$ cat src/rtl/fb_pkg.sv
// Shared types and default geometry for the frame-buffer swap controller.
package fb_pkg;

  localparam int FB_W      = 640;
  localparam int FB_H      = 480;
  localparam int FB_ADDR_W = 19;
  localparam int FB_DROP_W = 8;

  typedef enum logic [2:0] {
    IDLE,
    START,
    DRAW,
    WAIT_SWAP,
    SWAP
  } fb_state_t;

  typedef logic [7:0] pixel_t;

endpackage

$ cat src/rtl/fb_addr_gen.sv
// Registers a committed engine pixel into a linear frame-buffer write cycle.
// Defining FB_CLIP_EN suppresses writes whose coordinate falls outside W x H.
module fb_addr_gen
  import fb_pkg::*;
#(
  parameter int W      = FB_W,
  parameter int H      = FB_H,
  parameter int ADDR_W = FB_ADDR_W
) (
  input  logic              Clk,
  input  logic              Reset,
  input  logic              stall_i,
  input  logic              commit_i,
  input  logic [9:0]        x_i,
  input  logic [9:0]        y_i,
  input  pixel_t            color_i,
  input  logic              sel_i,
  output logic              we_o,
  output logic [ADDR_W-1:0] waddr_o,
  output pixel_t            wdata_o,
  output logic              sel_o
);

`ifdef FB_CLIP_EN
  localparam bit CLIP_EN = 1'b1;
`else
  localparam bit CLIP_EN = 1'b0;
`endif

  logic              in_range;
  logic [ADDR_W-1:0] addr_d;
  logic              valid_q;
  logic [ADDR_W-1:0] addr_q;
  pixel_t            data_q;
  logic              sel_q;

  assign in_range = !CLIP_EN || ((int'(x_i) < W) && (int'(y_i) < H));
  assign addr_d   = ADDR_W'(y_i) * ADDR_W'(W) + ADDR_W'(x_i);

  // A write presented while the port is stalled stays held until it drains.
  always_ff @(posedge Clk) begin
    // NOTE: sequential state uses <= so every register samples pre-edge values.
    if (Reset) begin
      valid_q <= 1'b0;
      addr_q  <= '0;
      data_q  <= '0;
      sel_q   <= 1'b0;
    end else if (!stall_i) begin
      valid_q <= commit_i && in_range;
      if (commit_i) begin
        addr_q <= addr_d;
        data_q <= color_i;
        sel_q  <= sel_i;
      end
    end
  end

  assign we_o    = valid_q && !stall_i;
  assign waddr_o = addr_q;
  assign wdata_o = data_q;
  assign sel_o   = sel_q;

endmodule

$ cat src/rtl/fb_swap_controller.sv
// Per-frame draw sequencing and tear-free double-buffer swap in vertical blank.
// Optional FB_CLIP_EN (in fb_addr_gen) drops off-screen writes.
module fb_swap_controller
  import fb_pkg::*;
#(
  parameter int W      = FB_W,
  parameter int H      = FB_H,
  parameter int ADDR_W = FB_ADDR_W,
  parameter int DROP_W = FB_DROP_W
) (
  input  logic              Clk,
  input  logic              Reset,
  input  logic              vblank,
  input  logic              fb_busy,
  input  logic              draw_done,
  input  logic [9:0]        draw_x,
  input  logic [9:0]        draw_y,
  input  pixel_t            draw_color,
  output logic              draw_start,
  output logic              wr_en,
  output logic              buffer_using,
  output logic              display_sel,
  output logic              fb_we,
  output logic              fb_sel,
  output logic [ADDR_W-1:0] fb_waddr,
  output pixel_t            fb_wdata,
  output logic [DROP_W-1:0] frames_dropped
);

  fb_state_t         state_q;
  logic              vblank_q;
  logic              vblank_rise;
  logic              draw_start_q;
  logic              buffer_using_q;
  logic [DROP_W-1:0] drops_q;

  assign vblank_rise = vblank && !vblank_q;

  always_ff @(posedge Clk) begin
    if (Reset) begin
      state_q        <= IDLE;
      vblank_q       <= 1'b0;
      draw_start_q   <= 1'b0;
      buffer_using_q <= 1'b1;
      drops_q        <= '0;
    end else begin
      vblank_q     <= vblank;
      draw_start_q <= 1'b0;
      unique case (state_q)
        IDLE: begin
          if (vblank_rise) begin
            state_q      <= START;
            draw_start_q <= 1'b1;
          end
        end
        START: state_q <= DRAW;
        DRAW: begin
          // Completion wins over a coincident blank: the frame is not dropped.
          if (draw_done) begin
            state_q <= WAIT_SWAP;
          end else if (vblank_rise && (drops_q != '1)) begin
            drops_q <= drops_q + DROP_W'(1);
          end
        end
        WAIT_SWAP: begin
          if (vblank_rise) begin
            state_q        <= SWAP;
            buffer_using_q <= ~buffer_using_q;
          end
        end
        SWAP: begin
          state_q      <= START;
          draw_start_q <= 1'b1;
        end
        default: state_q <= IDLE;
      endcase
    end
  end

  assign wr_en          = (state_q == DRAW) && !fb_busy && !Reset;
  assign draw_start     = draw_start_q;
  assign buffer_using   = buffer_using_q;
  assign display_sel    = ~buffer_using_q;
  assign frames_dropped = drops_q;

  fb_addr_gen #(
    .W      (W),
    .H      (H),
    .ADDR_W (ADDR_W)
  ) u_addr_gen (
    .Clk      (Clk),
    .Reset    (Reset),
    .stall_i  (fb_busy),
    .commit_i (wr_en),
    .x_i      (draw_x),
    .y_i      (draw_y),
    .color_i  (draw_color),
    .sel_i    (buffer_using_q),
    .we_o     (fb_we),
    .waddr_o  (fb_waddr),
    .wdata_o  (fb_wdata),
    .sel_o    (fb_sel)
  );

endmodule

$ cat config.mk
export PLATFORM = sky130hd
export DESIGN_NAME = fb_swap_controller
export DESIGN_NICKNAME = d
export VERILOG_FILES = /design/src/rtl/fb_pkg.sv /design/src/rtl/fb_addr_gen.sv /design/src/rtl/fb_swap_controller.sv
export SDC_FILE = /design/constraint.sdc
export NUM_CORES = 1
export LEC_CHECK = 0
export CAP_MARGIN = 40
export CORE_AREA = 2 2 129 68
export DETAILED_ROUTE_END_ITERATION = 12
export DIE_AREA = 0 0 131 70
export GPL_ROUTABILITY_DRIVEN = 0
export SYNTH_ARGS = -nofsm -noshare
export SYNTH_HDL_FRONTEND = slang
export SYNTH_HIERARCHICAL = 1
export SYNTH_SLANG_ARGS = --single-unit
export TNS_END_PERCENT = 100
$ cat constraint.sdc
create_clock -name Clk -period 3.25 [get_ports Clk]
set_input_delay 0.975 -clock Clk [delete_from_list [all_inputs] [get_ports Clk]]
set_output_delay 0.975 -clock Clk [all_outputs]
set_load 0.02 [all_outputs]
==> results.txt <==
The run finished with clean final reports. Setup violations remaining at the end of the flow were counted as 0. Summing every instance area after synthesis gives 2370 µm². The worst hold path terminates at u_addr_gen/waddr_o[9]. Of the cells placed in the final design, the portion with a size suffix greater than 1 is 23.8%. Routed wirelength normalized by instance count: 13.5 µm. Across the run, the number of max-cap violations was 0. After Yosys synthesis, full adders, half adders and majority gates account for 12.3% of the synthesized area. The root buffer cell chosen for the clock tree is sky130_fd_sc_hd__clkbuf_16. Counting instances, the worst hold path has a depth of 2. Once the floorplan was initialized, standard cells occupied 28.7% of the core. The horizontal extent of the die works out to 131 µm. Measured against its own limit, the worst slew margin works out to 67.8%. STA classifies the critical path endpoint as a register. The net switching fraction of the power is 26.3%, and the worst hold slack after final layout is 0.449 ns. For this design the total switching power over the nets is 0.390 mW. The run gives 34.7% as the clock network fraction of total power.

Synthesis produced a netlist whose cell count is 274. Synthesis instantiated 52 different standard cells from the library. Internal power comes to 1.10 mW. The required time of the critical path is 3.40 ns, and the count of nets after finishing is 441. Largest family of logic cells by synthesized area: simple AND/OR/NAND/NOR gates. The area fraction in compound gates after synthesis is 19.5%. Measured in cells, the most critical reg-to-reg path has a length of 9.

Across the VDD grid, the largest voltage drop is 0.213 mV. Once layout is complete, the cells apart from fillers number 504. The largest fanout of any net on the critical path was 4. Area share of and/or/nand/nor cells after synthesis: 23.3%. The final hold violation count is 0, and the number of antenna repair diodes is 0. The number of iterations in the first detailed-routing pass was 4. Entering global routing, the biggest net connects 45 pins. The total clock buffers created by CTS came out at 5. Power comes to 1.49 mW. The final layout contains routed wiring with a total length of 6780 µm. The later pin in the worst-skew pair is clocked with a latency of 0.28 ns. The region available for standard cell placement spans 8260 µm².

The most used flip-flop cell after synthesis is sky130_fd_sc_hd__dfxtp_1. The clock net in this run drives a total of 43 sinks. Sequential cells were found to cover 36.3% of the synthesized design area. The final antenna-violating net count was 0. The power density over cell area was 379 nW/µm²; the final critical delay including setup and external delays was 3.18 ns. Quantity of hold-fixing buffers added after cts: 0. The post-synthesis xor/xnor area fraction works out to 4.75%. The combinational group share of total power was 28.7%; the number of synthesis warnings was 6. 74 I/O pins were placed.

TritonCTS built the clock tree. Setup repair after global routing left no endpoint under its margin. After clock tree synthesis, the clock-pin slew on the worst setup and hold paths is 0.06 ns.

The logs give 329 for the number of nets in the synthesized netlist and 36.6% for the register share of total power. After global routing the overflow that remains totals 0. The average instance in the mapped netlist occupies 8.64 µm². In this run the vertical extent of the chip is 70 µm.

The tools report the number of antenna violations at the first check in global routing as 0. The area growth from synthesis to layout is 65.3%. The number of DRC markers in iteration 0 came out at 96. Based on the critical path, the design can be clocked at up to 0.314 GHz. For the pin with the worst max-slew slack, the measured transition is 0.482 ns. STA puts the critical path data arrival time at 3.33 ns. The buffer depth of the longest clock path is 2.

The endpoint identified for the worst register-to-register timing path is u_addr_gen/waddr_o[18]. The total number of placement rows was 24; the worst-case clock skew was 0.00361 ns. In this run the critical register-to-register path is launched from state_q[2]. The count of final max-slew check failures was 0. Across all register-to-register paths, the minimum setup slack is 1.34 ns. In this run the static leakage power is 1.48 nW. The critical path in this run is classified as primary input to register. The path class of the lowest-slack min-delay path is register to register.

Of the post-synthesis cell area, the part taken by muxes is 0.898%. In this run the most critical hold path is launched from u_addr_gen/waddr_o[9]. The all-layer global routing usage was 14.8%.

The count of input and output buffers was 73. Routed via count divided by cell count: 4.62. Dividing the final minimum period by the clock period gives 97.9%. The via count of the first global-routing pass was 2139. In this run, placement finished with an instance count of 493. The wire-length estimate of the detail-placed layout is 4920 µm. The post-synthesis async set-or-reset flop share works out to 0%. For the die footprint, the log shows 9170 µm². The first global-routing pass estimated 10600 µm of wire. Across all layers, the routed design uses 2326 vias. The worst setup path is launched from a primary input. Yosys mapped a number of flops with a built-in enable equal to 0. The final routed DRC violation total was 0.

In this run, synthesis produced a sequential element count of 43. CTS built an H-tree with a depth of 2.
-- state kept, by name, indices dropped and copies added (netlist names) --
register	flops
u_addr_gen/valid_q	1
u_addr_gen/waddr_o	19
frames_dropped	8
vblank_q	1
state_q	3
buffer_using	1
u_addr_gen/wdata_o	8
draw_start	1
u_addr_gen/sel_o	1
-- stage by stage --
stage | utilization (%) | TNS, ns | worst slack [ns] | area, µm²
final | 47.4 | 0 | 0.0689 | 3920
after global routing | 47.4 | 0 | 0.0153 | 3920
after CTS | 46.2 | -0.0189 | -0.0189 | 3820
after detailed placement | 42.5 | -3.53 | -0.691 | 3510
after global placement | 42.5 | -2.96 | -0.627 | 3510
after floorplan | - | 0 | 0.00757 | 2370
-- power groups by stage --
stage | clock (mW) | sequential, mW | combinational (mW)
after floorplan | 0 | 0.562 | 0.174
final | 0.516 | 0.544 | 0.426
after detailed placement | 0 | 0.556 | 0.351
after global placement | 0 | 0.555 | 0.344
after global routing | 0.562 | 0.545 | 0.463
after CTS | 0.538 | 0.544 | 0.394
-- worst max-delay path by stage --
stage | startpoint | to | cells after the start
3_3_place_gp | draw_y[1] | u_addr_gen/waddr_o[18] | 10
5_1_grt | draw_y[0] | u_addr_gen/waddr_o[18] | 10
3_5_place_dp | draw_y[1] | u_addr_gen/waddr_o[18] | 11
2_1_floorplan | draw_y[1] | u_addr_gen/waddr_o[18] | 9
6_report | draw_y[0] | u_addr_gen/waddr_o[18] | 10
4_1_cts | draw_y[2] | u_addr_gen/waddr_o[18] | 10
-- final cells by class --
| class | count | area (µm²) |
|---|---|---|
| Inverter | 8 | 30.0 |
| Tap cell | 117 | 146 |
| Clock buffer | 8 | 156 |
| Sequential cell | 43 | 861 |
| Fill cell | 785 | 4340 |
| Timing Repair Buffer | 115 | 1030 |
| Multi-Input combinational cell | 213 | 1690 |
-- cell usage in the layout (no fill, tap or decap), drive strengths merged, types with 2 or more instances in the layout --
cell           count
xnor2              4
a2111oi            2
nand2             45
clkbuf            11
nand3              7
nor2b              9
xor2               8
nor4               3
o21ai              9
ha                20
fa                 2
buf               42
inv                8
clkdlybuf4s50     63
dfxtp             43
o211ai             2
a211o              2
a21o               3
a21oi             29
a211oi             9
nand2b             3
nor3b              3
dlygate4sd2        4
nor2              23
nor3               3
o31ai              2
or3                3
nand4              2
dlymetal6s2s       3
-- cell families after synthesis --
| family | Yosys count |
|---|---|
| fa+ha+maj | 22 |
| simple gates | 110 |
| xor+xnor | 12 |
| flops | 43 |
| buf+inv | 18 |
| compound gates | 67 |
| mux | 2 |
-- layer usage --
layer / wire length [µm] / vias up / GRT usage (%)
met4: 68 / 0 / 3.90
met2: 2690 / 59 / 19.1
met5: 0 / - / 0
met3: 525 / 7 / 5.90
li1: - / 1191 / -
met1: 3500 / 1069 / 22.5
-- what timing repair did --
item,in CTS,in global routing
buffers inserted,3,0
gates resized for setup,31,17
hold endpoints to repair,0,0
pin swaps,18,7
endpoints found under the setup margin,8,5
-- Yosys cell counts (all sizes together), types with 2 or more instances --
library cell	n	share of area (%)
ha	20	11
inv	8	1.3
a211oi	9	3.3
a2111oi	2	0.74
o21ai	9	1.9
a21oi	29	6.1
nand2b	3	0.79
or3	3	0.90
fa	2	1.7
nand4	2	0.53
o31ai	2	1.2
a21o	3	0.95
nand2	45	7.1
dfxtp	43	36
nor2	23	3.6
nor3	3	0.63
nor3b	3	1.4
nor4	3	0.79
xor2	8	3.3
xnor2	4	1.5
clkbuf	10	1.6
nor2b	9	2.4
a211o	2	0.74
o211ai	2	1.2
nand3	7	1.5
-- worst max-delay path: stages --
cell                            delay (ns)
sky130_fd_sc_hd__dlygate4sd2_1        0.25
sky130_fd_sc_hd__ha_2                 0.19
sky130_fd_sc_hd__ha_4                 0.16
sky130_fd_sc_hd__fa_2                 0.37
sky130_fd_sc_hd__a211oi_4             0.30
sky130_fd_sc_hd__o21ai_1              0.11
sky130_fd_sc_hd__a211o_1              0.34
sky130_fd_sc_hd__a21o_1               0.22
sky130_fd_sc_hd__a2111oi_4            0.32
sky130_fd_sc_hd__nor4_2               0.08
No activity file was read; power rests on OpenSTA's default activity.
